**src/rtl/pmem_arbiter_n_if.sv**
```systemverilog
// pmem_arbiter_n_if: client request bundle plus the single physical-memory port of the arbiter.
interface pmem_arbiter_n_if #(
    parameter int NUM_PORTS  = 2,
    parameter int LINE_WIDTH = 256,
    parameter int ADDR_WIDTH = 32
);
    localparam int IDX_W = $clog2(NUM_PORTS);
    logic [NUM_PORTS-1:0]            req_read;
    logic [NUM_PORTS-1:0]            req_write;
    logic [NUM_PORTS*ADDR_WIDTH-1:0] req_address;
    logic [NUM_PORTS*LINE_WIDTH-1:0] req_wdata;
    logic [LINE_WIDTH-1:0]           req_rdata;
    logic [NUM_PORTS-1:0]            req_resp;
    logic [ADDR_WIDTH-1:0]           pmem_address;
    logic                            pmem_read;
    logic                            pmem_write;
    logic [LINE_WIDTH-1:0]           pmem_wdata;
    logic [LINE_WIDTH-1:0]           pmem_rdata;
    logic                            pmem_resp;
    logic                            grant_valid;
    logic [IDX_W-1:0]                grant_idx;
    modport slave (
        input  req_read, req_write, req_address, req_wdata, pmem_rdata, pmem_resp,
        output req_rdata, req_resp, pmem_address, pmem_read, pmem_write, pmem_wdata,
               grant_valid, grant_idx
    );
    modport master (
        output req_read, req_write, req_address, req_wdata, pmem_rdata, pmem_resp,
        input  req_rdata, req_resp, pmem_address, pmem_read, pmem_write, pmem_wdata,
               grant_valid, grant_idx
    );
endinterface

```
**src/rtl/pmem_arbiter_n.sv**
```systemverilog
// pmem_arbiter_n: registered N-port arbiter locking one client onto the memory port per transaction.
module pmem_arbiter_n #(
    parameter int NUM_PORTS  = 2,
    parameter int LINE_WIDTH = 256,
    parameter int ADDR_WIDTH = 32,
    parameter int RR_MODE    = 1,
    localparam int IDX_W     = $clog2(NUM_PORTS)
) (
    input logic clk,
    input logic rst,
    pmem_arbiter_n_if.slave bus
);
    typedef enum logic [1:0] {IDLE, BUSY, RESP} state_t;
    state_t                state_q, state_d;
    logic [IDX_W-1:0]      gidx_q, gidx_d, last_q, last_d, win;
    logic [ADDR_WIDTH-1:0] addr_q, addr_d;
    logic [LINE_WIDTH-1:0] wdata_q, wdata_d, rdata_q, rdata_d;
    logic                  rd_q, rd_d, wr_q, wr_d;
    logic [NUM_PORTS-1:0]  req;
    int                    start, j;

    always_comb begin
        req   = bus.req_read | bus.req_write;
        start = (RR_MODE != 0 && int'(last_q) != NUM_PORTS - 1) ? int'(last_q) + 1 : 0;
        win   = '0;
        j     = 0;
        // Scan farthest-first so the requester nearest to start is the last one written.
        for (int k = NUM_PORTS - 1; k >= 0; k--) begin
            j = (start + k) % NUM_PORTS;
            if (req[IDX_W'(j)]) win = IDX_W'(j);
        end
    end

    always_comb begin
        state_d = state_q;
        gidx_d  = gidx_q;
        last_d  = last_q;
        addr_d  = addr_q;
        wdata_d = wdata_q;
        rdata_d = rdata_q;
        rd_d    = rd_q;
        wr_d    = wr_q;
        case (state_q)
            IDLE: if (|req) begin
                gidx_d  = win;
                addr_d  = bus.req_address[int'(win)*ADDR_WIDTH +: ADDR_WIDTH];
                wdata_d = bus.req_wdata[int'(win)*LINE_WIDTH +: LINE_WIDTH];
                rd_d    = bus.req_read[win];
                wr_d    = !bus.req_read[win];
                state_d = BUSY;
            end
            BUSY: if (bus.pmem_resp) begin
                rdata_d = rd_q ? bus.pmem_rdata : rdata_q;
                rd_d    = 1'b0;
                wr_d    = 1'b0;
                state_d = RESP;
            end
            RESP: begin
                last_d  = (RR_MODE != 0) ? gidx_q : last_q;
                state_d = IDLE;
            end
            default: state_d = IDLE;
        endcase
    end

    always_ff @(posedge clk) begin
        if (rst) begin
            state_q <= IDLE;
            gidx_q  <= '0;
            last_q  <= IDX_W'(NUM_PORTS - 1);
            addr_q  <= '0;
            wdata_q <= '0;
            rdata_q <= '0;
            rd_q    <= 1'b0;
            wr_q    <= 1'b0;
        end else begin
            state_q <= state_d;
            gidx_q  <= gidx_d;
            last_q  <= last_d;
            addr_q  <= addr_d;
            wdata_q <= wdata_d;
            rdata_q <= rdata_d;
            rd_q    <= rd_d;
            wr_q    <= wr_d;
        end
    end

    assign bus.pmem_address = addr_q;
    assign bus.pmem_wdata   = wdata_q;
    assign bus.pmem_read    = rd_q;
    assign bus.pmem_write   = wr_q;
    assign bus.req_rdata    = rdata_q;
    assign bus.grant_valid  = state_q != IDLE;
    assign bus.grant_idx    = gidx_q;
    assign bus.req_resp     = (state_q == RESP) ? (NUM_PORTS'(1) << gidx_q) : '0;
endmodule

```
**src/flat_wrapper.sv**
```systemverilog
// flat-port wrapper written by rule: the top's interface ports become plain ports
module pmem_arbiter_n_flat 
#(
    parameter int NUM_PORTS  = 2,
    parameter int LINE_WIDTH = 256,
    parameter int ADDR_WIDTH = 32,
    parameter int RR_MODE    = 1,
    localparam int IDX_W     = $clog2(NUM_PORTS)
)
  (clk, rst, bus_req_read, bus_req_write, bus_req_address, bus_req_wdata, bus_pmem_rdata, bus_pmem_resp, bus_req_rdata, bus_req_resp, bus_pmem_address, bus_pmem_read, bus_pmem_write, bus_pmem_wdata, bus_grant_valid, bus_grant_idx);
  pmem_arbiter_n_if #(.NUM_PORTS(NUM_PORTS), .LINE_WIDTH(LINE_WIDTH), .ADDR_WIDTH(ADDR_WIDTH)) bus_i ();
  input logic clk;
  input logic rst;
  input wire logic [$bits(bus_i.req_read)-1:0] bus_req_read;
  input wire logic [$bits(bus_i.req_write)-1:0] bus_req_write;
  input wire logic [$bits(bus_i.req_address)-1:0] bus_req_address;
  input wire logic [$bits(bus_i.req_wdata)-1:0] bus_req_wdata;
  input wire logic [$bits(bus_i.pmem_rdata)-1:0] bus_pmem_rdata;
  input wire logic [$bits(bus_i.pmem_resp)-1:0] bus_pmem_resp;
  output wire logic [$bits(bus_i.req_rdata)-1:0] bus_req_rdata;
  output wire logic [$bits(bus_i.req_resp)-1:0] bus_req_resp;
  output wire logic [$bits(bus_i.pmem_address)-1:0] bus_pmem_address;
  output wire logic [$bits(bus_i.pmem_read)-1:0] bus_pmem_read;
  output wire logic [$bits(bus_i.pmem_write)-1:0] bus_pmem_write;
  output wire logic [$bits(bus_i.pmem_wdata)-1:0] bus_pmem_wdata;
  output wire logic [$bits(bus_i.grant_valid)-1:0] bus_grant_valid;
  output wire logic [$bits(bus_i.grant_idx)-1:0] bus_grant_idx;
  assign bus_i.req_read = bus_req_read;
  assign bus_i.req_write = bus_req_write;
  assign bus_i.req_address = bus_req_address;
  assign bus_i.req_wdata = bus_req_wdata;
  assign bus_i.pmem_rdata = bus_pmem_rdata;
  assign bus_i.pmem_resp = bus_pmem_resp;
  assign bus_req_rdata = bus_i.req_rdata;
  assign bus_req_resp = bus_i.req_resp;
  assign bus_pmem_address = bus_i.pmem_address;
  assign bus_pmem_read = bus_i.pmem_read;
  assign bus_pmem_write = bus_i.pmem_write;
  assign bus_pmem_wdata = bus_i.pmem_wdata;
  assign bus_grant_valid = bus_i.grant_valid;
  assign bus_grant_idx = bus_i.grant_idx;
  pmem_arbiter_n #(.NUM_PORTS(NUM_PORTS), .LINE_WIDTH(LINE_WIDTH), .ADDR_WIDTH(ADDR_WIDTH), .RR_MODE(RR_MODE)) u_core (.clk(clk), .rst(rst), .bus(bus_i));
endmodule
```
**config.mk**
```make
export PLATFORM = sky130hd
export DESIGN_NAME = pmem_arbiter_n_flat
export DESIGN_NICKNAME = d
export VERILOG_FILES = /design/src/rtl/pmem_arbiter_n_if.sv /design/src/rtl/pmem_arbiter_n.sv /design/src/flat_wrapper.sv
export SDC_FILE = /design/constraint.sdc
export NUM_CORES = 1
export LEC_CHECK = 0
export CAP_MARGIN = 0
export CORE_AREA = 5 5 540 542
export CTS_CLUSTER_DIAMETER = 50
export DETAILED_ROUTE_END_ITERATION = 6
export DIE_AREA = 0 0 545 547
export SLEW_MARGIN = 20
export SYNTH_ARGS = -nofsm -noshare
export SYNTH_HDL_FRONTEND = slang
export SYNTH_SLANG_ARGS = --single-unit
```
**constraint.sdc**
```tcl
create_clock -name clk -period 1.3 [get_ports clk]
set_input_delay 0.26 -clock clk [delete_from_list [all_inputs] [get_ports clk]]
set_output_delay 0.26 -clock clk [all_outputs]
set_load 0.005 [all_outputs]
```
### Word level (Yosys, flattened, before mapping)

Index checks and enable logic that the tools add are counted.

| operators by class | value |
|---|---|
| order comparisons | 3 |
| bitwise operators | 1 |
| mux-type cells | 18 |
| shift operators | 3 |
| add/subtract/negate cells | 2 |
| reduce and logical (&&, ||, !) cells | 9 |
| equal/unequal tests | 4 |

Operators with widths:

| operator | number |
|---|---|
| $shiftx A512 B10 Y256 | 1 |
| $shiftx A64 B7 Y32 | 1 |
| $mux W1 | 12 |
| $lt A1 B3 Y1 const B | 2 |
| $mux W2 | 3 |
| $reduce_and A3 Y1 | 2 |
| $pmux W1 S2 | 2 |
| $pmux W2 S2 | 1 |
| $reduce_and A2 Y1 | 2 |
| $reduce_bool A2 Y1 | 2 |
| $add A1 B1 Y1 const B | 2 |
| $eq A2 B1 Y1 const B | 1 |
| $eq A2 B2 Y1 const B | 1 |
| $logic_not A2 Y1 | 1 |
| $lt A1 B2 Y1 const B | 1 |
| $ne A2 B1 Y1 const B | 1 |
| $ne A2 B2 Y1 const B | 1 |
| $or A2 B2 Y2 | 1 |
| $reduce_or A2 Y1 | 1 |
| $shl A1 B1 Y2 const A | 1 |
| $logic_not A1 Y1 | 1 |

| word-level totals | value |
|---|---|
| output and inout bits | 550 |
| logic and storage cells | 48 |
| bits in registers | 550 |
| input port bits | 839 |

### Longest topological paths before layout

| logic depth | value |
|---|---|
| depth after elaboration | 13 |
| gate-level depth with buffers | 7 |
| mapped depth without buffers | 4 |

### Worst setup path before layout

No wires, ideal clock.

| path | value |
|---|---|
| path type | flip-flop to flip-flop |
| start point | register u_core.state_q[1] |
| end point | register u_core.rdata_q[175] (netlist: u_core.bus.req_rdata[175]) |
| slack | -0.128 ns |
| data required time | 1.168 ns |
| path buffers | 3 |
| library setup time | 0.132 ns |
| arrival time | 1.296 ns |
| stages on the path, launching flop included | 8 |
| clock period less this slack | 1.428 ns |
| path through | dfxtp_1 nand3b_2 or2_1 clkbuf_1 buf_2 buf_2 nand2_1 a21oi_1 |

| on the way | value |
|---|---|
| longest elaborated chain between the ends | 2 |

RTL lines:

| item | line | text |
|---|---|---|
| start, declared | pmem_arbiter_n.sv:14 | `state_t state_q, state_d;` |
| start signal, assigned | pmem_arbiter_n.sv:77 | `state_q <= state_d;` |
| $eq A2 B1 Y1 | pmem_arbiter_n.sv:43 | `case (state_q)` |
| $reduce_and A3 Y1 (no line) | n/a |  |
| end signal, assigned | pmem_arbiter_n.sv:82 | `rdata_q <= rdata_d;` |
| end, declared | pmem_arbiter_n.sv:17 | `logic [LINE_WIDTH-1:0] wdata_q, wdata_d, rdata_q, rdata_d;` |

No other way between the ends.
A chain may end at the register's enable or synchronous reset.

### Worst setup path in the final report

| path | value |
|---|---|
| start point | register u_core.state_q[0] |
| end point | register u_core.wdata_q[99] (netlist: u_core.bus.pmem_wdata[99]) |

| on the way | value |
|---|---|
| longest elaborated chain between the ends | 2 |

RTL lines:

| item | line | text |
|---|---|---|
| $logic_not A2 Y1 | pmem_arbiter_n.sv:43 |  |
| $reduce_and A2 Y1 (no line) | n/a |  |
| end signal, assigned | pmem_arbiter_n.sv:81 | `wdata_q <= wdata_d;` |
| end, declared | pmem_arbiter_n.sv:17 |  |

No other way between the ends.

==> metrics <==
final antenna-violating net count 0; die height 547 microns; clock skew 92.71 ps; die width 545 microns; FMAX around 520 MHz; Syn Area/Cell between 7 and 8 sq um; Via-to-Cell Ratio roughly 3.4; max_slew headroom 58.17%; RR Endpoint u_core.bus.pmem_wdata[99]; standard-cell rows around 200; Worst path max stage delay around 360 ps; largest family of logic cells by synthesized area compound AO/OA/AOI/OAI gates; max_cap viols 0; final setup margin -616.6 ps; GRT overflow 0; area leader, netlist dfxtp_1; number of global-route vias before repair around 28000; Worst-path clk slew roughly 50 ps; VDD IR max about 950 uV; Worst Max-Slew Pin Slew approximately 630 ps; crit path max fanout 8; Overall Global Routing Usage 16.38%; reg-to-reg slack, setup -620 ps; Worst Setup End Kind register; H-tree Lvls 3; layout cells sized above 1 between 20% and 30%; root buf cell clkbuf_16; TritonCTS clock tree yes; routability cong. between 0.9 and 1; Pwr per Cell Area ~1200 nW/um^2; # fillers 31790; routed length on met2 around 110000 microns; commonest non-fill, non-tap cell in the layout clkdlybuf4s50_1; post-synthesis cell type count 25; startpoint types register; largest net degree at the start of global routing 64; register area share after synthesis 51.43%; WL met1 just over 90000 microns; Synth Area in Compound Gates between 20% and 30%; critical register-to-register path startpoint u_core.state_q[0]; post-synthesis mux area share 0%; Gate power share approximately 26%; final wirelength 260000 microns; Post-Synth Adder-Cell Area 0%; Nets between 5000 and 6000; Yosys warning total 0; Hold Slack about 69 ps; internal power between 40 and 50 mW; port bufs between 1000 and 1500; TritonCTS Buffers slightly below 100; met3 WL post-DR 49430 microns; Switch Pwr ~19 mW; area grow syn2layout 148.7%; DIE AREA a little under 300000 sq um; Synth Area in XOR/XNOR 0%; DR pass1 iterations 6; commonest cells after routing, fill and taps aside 837 x clkdlybuf4s50_1, 801 x nand2_1, 534 x a21oi_1, 357 x buf_12, 340 x dlygate4sd3_1; Synth area leaders dfxtp_1 51%, nand2_1 14%, a21oi_1 13%; post-synthesis simple-gate area fraction around a fifth; sw frac between 30% and 40%; area occupied by registers 11360 sq um; Synth top area share 51.43%; initial DRC count 2025; Mapped Nets 3584; Critical Path RT between 1500 and 2000 ps; Clk pwr share 42.9%; worst-path cell chain nor2_4 -> buf_6 -> a21boi_4 -> buf_12 -> clkbuf_16 -> clkbuf_16 -> buf_12 -> nor2_4 -> a211oi_2; Tcrit/Tclk final 147.4%; Multi-input gate area 10130 sq um; Seq cells post-synth 550; highest routed metal layer met5; Worst Path Class, Setup register to register; Pleak around 20 nW; status finished, violations left; I/O pin count between 1000 and 1500; DRC viols 0; failing checks negative setup slack; RSZ-0062 raised after global routing true; first-pass GRT wire length between 300000 and 400000 microns; FF-to-FF path depth 9; Clock Latency Late Sink roughly 810 ps; vias 29150; total power a little over 60 mW; Final TNS setup -369690 ps; Post-DP HPWL roughly 220000 microns; endpoints failing setup between 1000 and 1500; Final Critical Period 1917 ps; Synth Instances roughly 2700; Mapped Area between 20000 and 25000 sq um; routed length per placed instance a little over 30 microns; Hold Path Sink u_core.bus.req_rdata[18]; Hold Path Class primary input to register; Sequential Power Share 31.5%; initial antenna violation count 255; final slew viol count 0; hold depth 3; Critical-path top delay cell dfxtp_4; CTS max path bufs 4; hold path start bus_pmem_rdata[18]; CTS Sinks 550; Final Hold Fails 0; Starting Density under 10%; Data arrival, critical path 2590 ps; Core Region around 290000 sq um
## worst max-delay path by stage
stage,startpoint,endpoint,slack [ps],depth (start not counted)
final,u_core.state_q[0],u_core.bus.pmem_wdata[99],-620,9
after global routing,u_core.state_q[0],u_core.bus.pmem_wdata[103],-660,9
after CTS,u_core.state_q[0],bus_req_resp[0],-680,4
after detailed placement,bus_req_write[0],u_core.bus.pmem_wdata[240],-1070,9
after global placement,bus_req_write[0],u_core.bus.pmem_wdata[240],-1060,9
after floorplan,u_core.state_q[1],u_core.bus.req_rdata[125],-30,7
## stage by stage
| step | setup WS (ps) | util, % | instance area (sq um) | instances |
|---|---|---|---|---|
| after floorplan | -33.30 | - | 21600 | 2745 |
| after global placement | -1064 | 15.29 | 43790 | 7860 |
| after detailed placement | -1070 | 15.29 | 43790 | 7860 |
| after CTS | -684.4 | 18.08 | 51770 | 8421 |
| after global routing | -659.2 | 18.57 | 53170 | 8500 |
| final | -616.6 | 18.59 | 53250 | 8531 |
## synth_stat cells
master,number
a211o_1,2
a211oi_1,279
a211oi_2,8
a21boi_2,1
a21oi_1,546
a22oi_1,1
a311oi_1,1
buf_1,5
buf_2,152
buf_4,6
buf_6,10
clkbuf_1,72
dfxtp_1,550
inv_1,3
nand2_1,802
nand2b_1,1
nand3_1,2
nand3b_2,1
nor2_1,295
nor2_4,2
nor2b_1,1
o22ai_1,1
or2_1,2
or2_2,1
or3b_2,1
## area by class of cell
class / count / area share (%)
multi-input combinational: 1948 / 19.03
antenna: 86 / 0.4041
inverter: 3 / 0.02585
sequential: 550 / 21.33
tap: 3781 / 8.884
clock buffer: 118 / 4.918
timing repair buffer: 1990 / 44.17
clock inverter: 55 / 1.236
## power groups by stage
stage / clock, mW / combinational [mW] / sequential (mW)
after floorplan: 0 / 3.37 / 19.1
after global placement: 0 / 13.3 / 19.5
after global routing: 27.8 / 16.8 / 19.6
final: 26.6 / 15.8 / 19.5
after detailed placement: 0 / 13.3 / 19.5
after CTS: 27.2 / 15.1 / 19.4
## critical path, delay by kind of cell (launching register included)
kind	cells	cell delay, ps
buf+inv	5	910
flops	1	360
simple gates	2	190
compound gates	2	300
## timing repair
| item | CTS | global route |
|---|---|---|
| endpoints found under the setup margin | 1098 | 1097 |
| pin swaps | 81 | 86 |
| gates resized for setup | 1551 | 218 |
| endpoints found under the hold margin | 341 | 0 |
| gates cloned | 14 | 9 |
| hold buffers | 340 | 0 |
| buffers inserted | 34 | 16 |
## cell families (layout without fill, tap and decap cells)
family                 after synthesis  in the layout
other                                0             86
flip-flops                         550            550
AND/OR/NAND/NOR                   1108           1109
AO/OA/AOI/OAI                      839            839
buffers and inverters              248           2166
## metal layers
layer | global-route usage, % | vias up
met5 | 0 | -
met4 | 5.264 | 130
met3 | 13.50 | 561
met2 | 24.15 | 1712
met1 | 17.42 | 13640
li1 | - | 13100
## sequential cells by signal, summed over array words and instances, names as in the netlist
name                     flops
u_core.bus.pmem_wdata      256
u_core.last_q                1
u_core.bus.pmem_read         1
u_core.bus.pmem_address     32
u_core.bus.grant_idx         1
u_core.bus.req_rdata       256
u_core.state_q               2
u_core.bus.pmem_write        1
(Power assumes the default switching activity.)
